==> src/rtl/spi_slave.sv <==
// SPI responder running entirely in the system clock domain: oversampled sclk/cs_n/mosi,
// all four CPOL/CPHA modes, selectable bit order, back-to-back frames under one chip select.
module spi_slave #(
    parameter int NBITS       = 8,
    parameter int SYNC_STAGES = 2
) (
    input  logic             clk,
    input  logic             reset,
    input  logic             cpol,
    input  logic             cpha,
    input  logic             lsb_first,
    input  logic             sclk,
    input  logic             cs_n,
    input  logic             mosi,
    output logic             miso,
    output logic             miso_oe,
    input  logic [NBITS-1:0] tx_data,
    input  logic             tx_valid,
    output logic             tx_ready,
    output logic [NBITS-1:0] rx_data,
    output logic             rx_valid,
    output logic             busy,
    output logic             tx_underrun,
    output logic             frame_error
);

    localparam int CW = $clog2(NBITS + 1);

    typedef enum logic {IDLE, SHIFT} state_t;

    state_t                 state;
    logic [SYNC_STAGES-1:0] sclk_sync, cs_sync, mosi_sync;
    logic                   sclk_d, cs_d;
    logic                   cpol_l, cpha_l, lsb_l;
    logic [NBITS-1:0]       tx_shift, rx_shift, tx_buf;
    logic                   tx_full, reload_pending, first_lead;
    logic [CW-1:0]          bit_cnt;

    logic             sclk_s, cs_s, mosi_s;
    logic             lead_edge, trail_edge, cs_fall, cs_rise, active;
    logic             do_sample, do_advance, do_load, handshake;
    logic [NBITS-1:0] buf_word, rx_next, tx_next;

    // cs_n synchronizer resets to the deselected level so reset never fakes a CS assertion
    always_ff @(posedge clk) begin
        if (reset) begin
            sclk_sync <= '0;
            cs_sync   <= '1;
            mosi_sync <= '0;
            sclk_d    <= 1'b0;
            cs_d      <= 1'b1;
        end else begin
            sclk_sync <= {sclk_sync[SYNC_STAGES-2:0], sclk};
            cs_sync   <= {cs_sync[SYNC_STAGES-2:0], cs_n};
            mosi_sync <= {mosi_sync[SYNC_STAGES-2:0], mosi};
            sclk_d    <= sclk_sync[SYNC_STAGES-1];
            cs_d      <= cs_sync[SYNC_STAGES-1];
        end
    end

    always_comb begin
        sclk_s     = sclk_sync[SYNC_STAGES-1];
        cs_s       = cs_sync[SYNC_STAGES-1];
        mosi_s     = mosi_sync[SYNC_STAGES-1];
        lead_edge  = (sclk_s != sclk_d) && (sclk_s != cpol_l);
        trail_edge = (sclk_s != sclk_d) && (sclk_s == cpol_l);
        cs_fall    = cs_d && !cs_s;
        cs_rise    = !cs_d && cs_s;
        active     = (state == SHIFT) && !cs_rise;
        do_sample  = active && (cpha_l ? trail_edge : lead_edge);
        do_advance = active && (cpha_l ? lead_edge : trail_edge) && !first_lead;
        do_load    = ((state == IDLE) && cs_fall) || (do_advance && reload_pending);
        handshake  = tx_valid && !tx_full;
        buf_word   = tx_full ? tx_buf : '0;
        rx_next    = lsb_l ? {mosi_s, rx_shift[NBITS-1:1]} : {rx_shift[NBITS-2:0], mosi_s};
        tx_next    = lsb_l ? {1'b0, tx_shift[NBITS-1:1]} : {tx_shift[NBITS-2:0], 1'b0};
    end

    assign tx_ready = !tx_full;
    assign miso     = miso_oe & (lsb_l ? tx_shift[0] : tx_shift[NBITS-1]);

    always_ff @(posedge clk) begin
        if (reset) begin
            state          <= IDLE;
            cpol_l         <= 1'b0;
            cpha_l         <= 1'b0;
            lsb_l          <= 1'b0;
            tx_shift       <= '0;
            rx_shift       <= '0;
            tx_buf         <= '0;
            tx_full        <= 1'b0;
            reload_pending <= 1'b0;
            first_lead     <= 1'b0;
            bit_cnt        <= '0;
            rx_data        <= '0;
            rx_valid       <= 1'b0;
            miso_oe        <= 1'b0;
            busy           <= 1'b0;
            tx_underrun    <= 1'b0;
            frame_error    <= 1'b0;
        end else begin
            rx_valid    <= 1'b0;
            tx_underrun <= 1'b0;
            frame_error <= 1'b0;

            // A handshake in the same cycle as a load refills the buffer, keeping it full
            if (handshake) begin
                tx_buf  <= tx_data;
                tx_full <= 1'b1;
            end else if (do_load) begin
                tx_full <= 1'b0;
            end

            if (do_load) begin
                tx_shift <= buf_word;
                if (!tx_full)
                    tx_underrun <= 1'b1;
            end else if (do_advance) begin
                tx_shift <= tx_next;
            end

            case (state)
                IDLE: begin
                    if (cs_fall) begin
                        cpol_l         <= cpol;
                        cpha_l         <= cpha;
                        lsb_l          <= lsb_first;
                        bit_cnt        <= '0;
                        rx_shift       <= '0;
                        reload_pending <= 1'b0;
                        first_lead     <= cpha;
                        miso_oe        <= 1'b1;
                        busy           <= 1'b1;
                        state          <= SHIFT;
                    end
                end
                SHIFT: begin
                    if (cs_rise) begin
                        if (bit_cnt != '0)
                            frame_error <= 1'b1;
                        bit_cnt <= '0;
                        miso_oe <= 1'b0;
                        busy    <= 1'b0;
                        state   <= IDLE;
                    end else begin
                        if (lead_edge && first_lead)
                            first_lead <= 1'b0;
                        if (do_advance)
                            reload_pending <= 1'b0;
                        // Sample and advance fall on opposite edges, so they never coincide
                        if (do_sample) begin
                            rx_shift <= rx_next;
                            if (bit_cnt == CW'(NBITS - 1)) begin
                                rx_data        <= rx_next;
                                rx_valid       <= 1'b1;
                                bit_cnt        <= '0;
                                reload_pending <= 1'b1;
                            end else begin
                                bit_cnt <= bit_cnt + 1'b1;
                            end
                        end
                    end
                end
                default: state <= IDLE;
            endcase
        end
    end

endmodule

==> config.mk <==
export PLATFORM = sky130hd
export DESIGN_NAME = spi_slave
export DESIGN_NICKNAME = d
export VERILOG_FILES = /design/src/rtl/spi_slave.sv
export SDC_FILE = /design/constraint.sdc
export NUM_CORES = 1
export LEC_CHECK = 0
export ABC_AREA = 1
export ABC_CLOCK_PERIOD_IN_PS = 1300
export CAP_MARGIN = 30
export CORE_MARGIN = 4
export CORE_UTILIZATION = 50
export CTS_CLUSTER_DIAMETER = 30
export DETAILED_ROUTE_END_ITERATION = 10
export PLACE_DENSITY = 0.76
export RECOVER_POWER = 100
export SYNTH_ARGS = -nofsm -noshare
export SYNTH_HDL_FRONTEND = slang
export SYNTH_SLANG_ARGS = --single-unit
export TNS_END_PERCENT = 1
==> constraint.sdc <==
create_clock -name clk -period 1.3 [get_ports clk]
set_input_delay 0.13 -clock clk [delete_from_list [all_inputs] [get_ports clk]]
set_output_delay 0.13 -clock clk [all_outputs]
set_load 0.01 [all_outputs]
## Word level (Yosys, flattened, before mapping)

Index checks and enable logic that the tools add are counted.

| storage, ports and cells | value |
|---|---|
| bits in registers | 55 |
| output and inout port bits | 15 |

| cells by class | value |
|---|---|
| $add $sub $neg | 1 |
| eq/ne operators | 10 |
| multiplexer cells | 38 |
| bitwise operators | 5 |
| reduce and logical (&&, ||, !) cells | 31 |

Operators with widths:

| cell | count |
|---|---|
| 8-bit 2-to-1 mux | 8 |
| 1-bit 2-to-1 mux | 20 |
| 4-bit 2-to-1 mux | 4 |
| 8-bit case mux with 2 select lines | 1 |
| 1-bit logical AND | 12 |
| 1-bit case mux with 2 select lines | 4 |
| 4-bit case mux with 2 select lines | 1 |
| 2-bit AND reduction | 4 |
| 2-bit by 1-bit inequality test with 1-bit output (second input constant) | 3 |
| 3-bit AND reduction | 2 |
| 1-bit logical NOT | 5 |
| 4-bit by 1-bit adder with 4-bit output (second input constant) | 1 |
| 4-bit by 3-bit equality test with 1-bit output (second input constant) | 1 |
| 2-bit inequality test (second input constant) | 2 |
| 1-bit inverter | 4 |
| 4-bit AND reduction | 1 |
| 2-bit nonzero test | 2 |
| 4-bit nonzero test | 1 |
| 4-bit OR reduction | 1 |
| 3-bit by 1-bit inequality test with 1-bit output (second input constant) | 1 |
| 3-bit OR reduction | 1 |
| 1-bit inequality test | 2 |
| 2-bit OR reduction | 1 |
| 1-bit bitwise AND | 1 |
| 2 further kinds | 2 |

## Depth between registers and ports, before layout

| depth | value |
|---|---|
| word-level depth | 11 |
| gate-level depth with buffers | 12 |

## Least setup slack after synthesis

No wires, ideal clock.

| path | value |
|---|---|
| path type | reg-to-reg |
| from | register sclk_sync[1] |
| to | register rx_shift[7] |
| arrival time | 1.174 ns |
| data required time | 1.184 ns |
| slack | 0.010 ns |
| cell stages (with the launch flop) | 10 |
| path buffers | 0 |
| clock period less this slack | 1.290 ns |
| cell sequence | dfxtp_1 nand2_1 nand2_2 nand2_2 o21ai_4 nand2_2 nand2_4 inv_4 nor2_1 nor2_1 |

| between the ends | value |
|---|---|
| word-level cells in the longest chain between the ends | 6 |

RTL lines:

| item | RTL line | RTL |
|---|---|---|
| start, declared | 32 | `logic [SYNC_STAGES-1:0] sclk_sync, cs_sync, mosi_sync;` |
| start signal, assigned | 53 | `sclk_sync <= {sclk_sync[SYNC_STAGES-2:0], sclk};` |
| 1-bit inequality test (tied with other cells) | 65, 66 |  |
| 1-bit logical AND, on equally long branches | 65, 66 |  |
| 1-bit 2-to-1 mux (*) | 70 | `do_sample = active && (cpha_l ? trail_edge : lead_edge);` |
| 1-bit logical AND (*) | 70 |  |
| 2-bit by 1-bit inequality test with 1-bit output (no source line) (*) | -- |  |
| 3-bit AND reduction (no source line) (*) | -- |  |
| end signal, assigned | 152 | `rx_shift <= rx_next;` |
| end, declared | 35 | `logic [NBITS-1:0] tx_shift, rx_shift, tx_buf;` |

Mark *: on every way between the ends. The rest lies on a longest branch, timed or not.
A chain may end at the register's enable or synchronous reset.

## Worst setup path in the final report

| path | value |
|---|---|
| from | register sclk_sync[1] |
| to | register rx_data[1] |

| between the ends | value |
|---|---|
| word-level cells in the longest chain between the ends | 5 |

RTL lines:

| item | RTL line | RTL |
|---|---|---|
| 1-bit inequality test (tied with other cells) | 65, 66 |  |
| 1-bit logical AND, on equally long branches | 65, 66 |  |
| 1-bit 2-to-1 mux (*) | 70 |  |
| 1-bit logical AND (*) | 70 |  |
| 4-bit AND reduction (no source line) (*) | -- |  |
| end signal, assigned | 154 | `rx_data <= rx_next;` |
| end, declared | 20 | `output logic [NBITS-1:0] rx_data,` |

Marked as above.

==> impl_metrics.py <==
metrics = {
    "worst_hold_path": {
        "min_path_cells": 3,
        "hp-class": "input pin to flop",
        "min_to": "sclk_sync[0]$_SDFF_PP0_",
        "holdCritStartpoint": "sclk",
    },
    "global_route": {
        "grt_first_pass_wirelength_um": 10400,
        "grtUsageTotal_pct": 20.4,
        "grt_pass1_vias": 2388,
        "antenna_found_initial": 0,
        "grt_max_degree": 30,
        "grt_remaining_overflow": 0,
    },
    "placement": {
        "place_congestion": 0.860,
        "hpwl_um": 4220,
        "portBuffers": 31,
    },
    "critical_path": {
        "critPathArrivalTime_ns": 1.65,
        "crit_path_frequent_cell": "nand2_2",
        "cp_slowest_cell": "dfxtp_2",
        "crit_chain": "inv_2 -> nand2_2 -> nand2_2 -> nand2_2 -> buf_4 -> o21ai_4 -> nand3_2 -> nand2_1 -> a21oi_1",
        "path_delay_family": "simple AND/OR/NAND/NOR gates",
        "r2r-start": "sclk_sync[1]$_SDFF_PP0_",
        "r2r_slack_ns": -0.14,
        "critPathKind": "flop to flop",
        "path_buf_inv": 2,
        "reg2reg_depth": 9,
        "critPathLaunchType": "flop",
        "required_ns": 1.51,
        "cp_max_fo": 10,
        "r2r-end": "rx_data[1]$_SDFFE_PP0P_",
        "cpPeakStageDelay_ns": 0.35,
        "end_kind": "flop",
    },
    "routing": {
        "drc": 0,
        "ant_nets": 0,
        "wl_met1_um": 2870,
        "firstDrtPassIters": 4,
        "met2WireLength_um": 2910,
        "dr_wl_met3_um": 199,
        "vias": 2492,
        "top_layer_used": "met4",
        "vias_per_cell": 4.99,
        "wl_um": 6100,
        "post_drt_wl_per_cell_um": 12.2,
        "dr.first_iter.drc_count": 146,
    },
    "floorplanning": {
        "core_area_um2": 4880,
        "rows": 25,
        "fp.dieW_um": 80.0,
        "die_area_um2": 6400,
        "initial_core_util_pct": 53.1,
        "io_pins": 32,
        "die_height_um": 80.0,
    },
    "clocking": {
        "cts.htree.levels": 2,
        "cts_tree": "built",
        "cts_made_buffers": 5,
        "cts_buffer_depth": 2,
        "root_buffer": "clkbuf_8",
        "clk_pin_slew_worst_paths_ns": 0.09,
        "postCtsHoldBufs": 0,
        "clock-sinks": 55,
        "post-cts-setup-buffer-count": 0,
        "clkLatencyLatePin_ns": 0.32,
    },
    "logic_synthesis": {
        "yosys_register_bits": 55,
        "ys_warn_count": 0,
        "syn_area_per_cell_um2": 6.89,
        "synth_cells": 376,
        "mappedNetlistArea_um2": 2590,
        "synth_cell_type_count": 29,
        "synth-seq-area-share_pct": 42.5,
        "syn_nets": 395,
    },
    "outcome": {
        "run_status": "complete, but fails checks",
        "violations": "negative setup slack",
    },
    "layout": {
        "diodes": 0,
        "multi_input_area_um2": 1270,
        "layout.nets": 450,
        "layout-drive-gt1-share_pct": 19.9,
        "fin_util_pct": 68.8,
        "regArea_um2": 1110,
        "fillers": 436,
        "area_growth_pct": 29.5,
    },
    "sta": {
        "drv_slew": 0,
        "grt_setup_unrepaired": "yes",
        "setup_violations": 32,
        "tightest_slew_ns": 0.358,
        "timing.fmax_mhz": 697,
        "hold_viol_final": 0,
        "slew_headroom_pct": 75.9,
        "worst_slack_ns": -0.136,
        "fin_skew_ns": 0.00765,
        "fin_crit_sh_pct": 110,
        "post-route-min-period_ns": 1.44,
    },
    "flow_run": {
        "maxCapViolCount": 0,
    },
    "power": {
        "power_density_nw_per_um2": 1020,
        "p_total_uw": 3440,
        "peakVddDrop_mv": 0.831,
        "power_leakage_uw": 0.00159,
    },
}
cells in the final DEF (no fill, tap or decap), drive strengths merged, types with 2 or more instances in the layout:
master          n
o21ai          39
a21oi          21
inv            51
clkinv          2
ha              2
o22ai           2
nand3          18
or2            11
nand4          10
nand2          85
nor2           59
nor4            3
dlygate4sd2    13
dfxtp          55
clkdlybuf4s50  15
clkbuf          8
buf            30
worst min-delay path: stages:
cell and delay (ns):
clkdlybuf4s50_1 0.40, inv_1 0.05, nor2_1 0.03
where the power goes:
group	internal (uW)	switching, uW	leakage [uW]
sequential	1760	47.3	0.000451
combinational	213	263	0.00108
clock	574	576	0.0000581
area by class of cell:
cell class                 instances  share of cell area [%]
clock buffer                       5                    2.05
clock inverter                     3                    1.30
inverter                          52                    6.08
multi-input combinational        254                    37.8
sequential                        55                    33.0
tap                               67                    2.50
timing repair buffer              63                    17.3
synthesized netlist by cell type:
cell type / instances / area (um^2)
o21ai_4: 1 / 16.3
dfxtp_1: 55 / 1100
buf_1: 1 / 3.75
or2_2: 11 / 68.8
nand3_2: 1 / 10.0
nand2_4: 2 / 22.5
clkbuf_1: 7 / 26.3
o21ai_1: 2 / 10.0
a21oi_1: 21 / 105
nand2_1: 76 / 285
nand3_1: 17 / 85.1
nand4_2: 1 / 12.5
nor3_4: 1 / 16.3
inv_1: 47 / 176
o21bai_1: 1 / 7.51
o21ai_0: 36 / 180
ha_1: 2 / 25.0
buf_4: 2 / 15.0
buf_2: 5 / 25.0
buf_6: 1 / 11.3
nor4_1: 3 / 18.8
o211ai_2: 1 / 12.5
inv_2: 4 / 15.0
o22ai_1: 2 / 12.5
nand4_1: 9 / 56.3
nand2_2: 6 / 37.5
a211oi_1: 1 / 7.51
inv_4: 1 / 6.26
nor2_1: 59 / 221
how the worst max path moves through the flow:
stage / slack (ns) / from / to / depth (start not counted)
2_1_floorplan: 0.01 / sclk_sync[1]$_SDFF_PP0_ / rx_shift[7]$_SDFFE_PP0P_ / 9
3_3_place_gp: -0.18 / cs_sync[1]$_SDFF_PP1_ / tx_shift[2]$_SDFFE_PP0P_ / 9
3_5_place_dp: -0.27 / sclk_sync[1]$_SDFF_PP0_ / tx_shift[6]$_SDFFE_PP0P_ / 11
4_1_cts: -0.13 / sclk_sync[1]$_SDFF_PP0_ / rx_data[1]$_SDFFE_PP0P_ / 9
5_1_grt: -0.26 / sclk_sync[1]$_SDFF_PP0_ / rx_shift[7]$_SDFFE_PP0P_ / 11
6_report: -0.14 / sclk_sync[1]$_SDFF_PP0_ / rx_data[1]$_SDFFE_PP0P_ / 9
routing by layer:
metal | vias to the layer above | global-route usage (%)
li1 | 1298 | -
met1 | 1136 | 26.0
met2 | 47 | 33.7
met3 | 11 | 3.61
met4 | 0 | 8.95
met5 | - | 0
cell families (layout without fill, tap and decap cells):
group	Yosys count	after routing	share of synthesized area, %
AO/OA/AOI/OAI	65	65	13.6
adder cells (fa/ha/maj)	2	2	0.966
buffers and inverters	68	123	10.8
flip-flops	55	55	42.5
AND/OR/NAND/NOR	186	187	32.2
sequential cells by signal, indices dropped and copies added, names as in the netlist, 2 cells and up:
name	flops
rx_shift	8
cs_sync	2
mosi_sync	2
tx_buf	8
rx_data	8
tx_shift	8
bit_cnt	4
sclk_sync	2
per-stage QoR:
step	hold slack (ns)	cell area, um^2	worst slack, ns	cells	setup TNS (ns)
detailed placement	0.399	3180	-0.267	490	-3.81
CTS	0.324	3340	-0.129	499	-2.64
global route	0.338	3360	-0.255	499	-6.56
floorplan	0.234	2590	0.0102	376	0
finish	0.330	3360	-0.136	499	-3.08
global placement	0.396	3180	-0.181	490	-2.59
repair_timing:
| item | 4_1_cts | 5_1_grt |
|---|---|---|
| gates cloned | 1 | 0 |
| gates resized for setup | 40 | 11 |
| setup endpoints to repair | 47 | 35 |
| pin swaps | 3 | 2 |
Note: power is estimated with default switching activity, not from simulation.
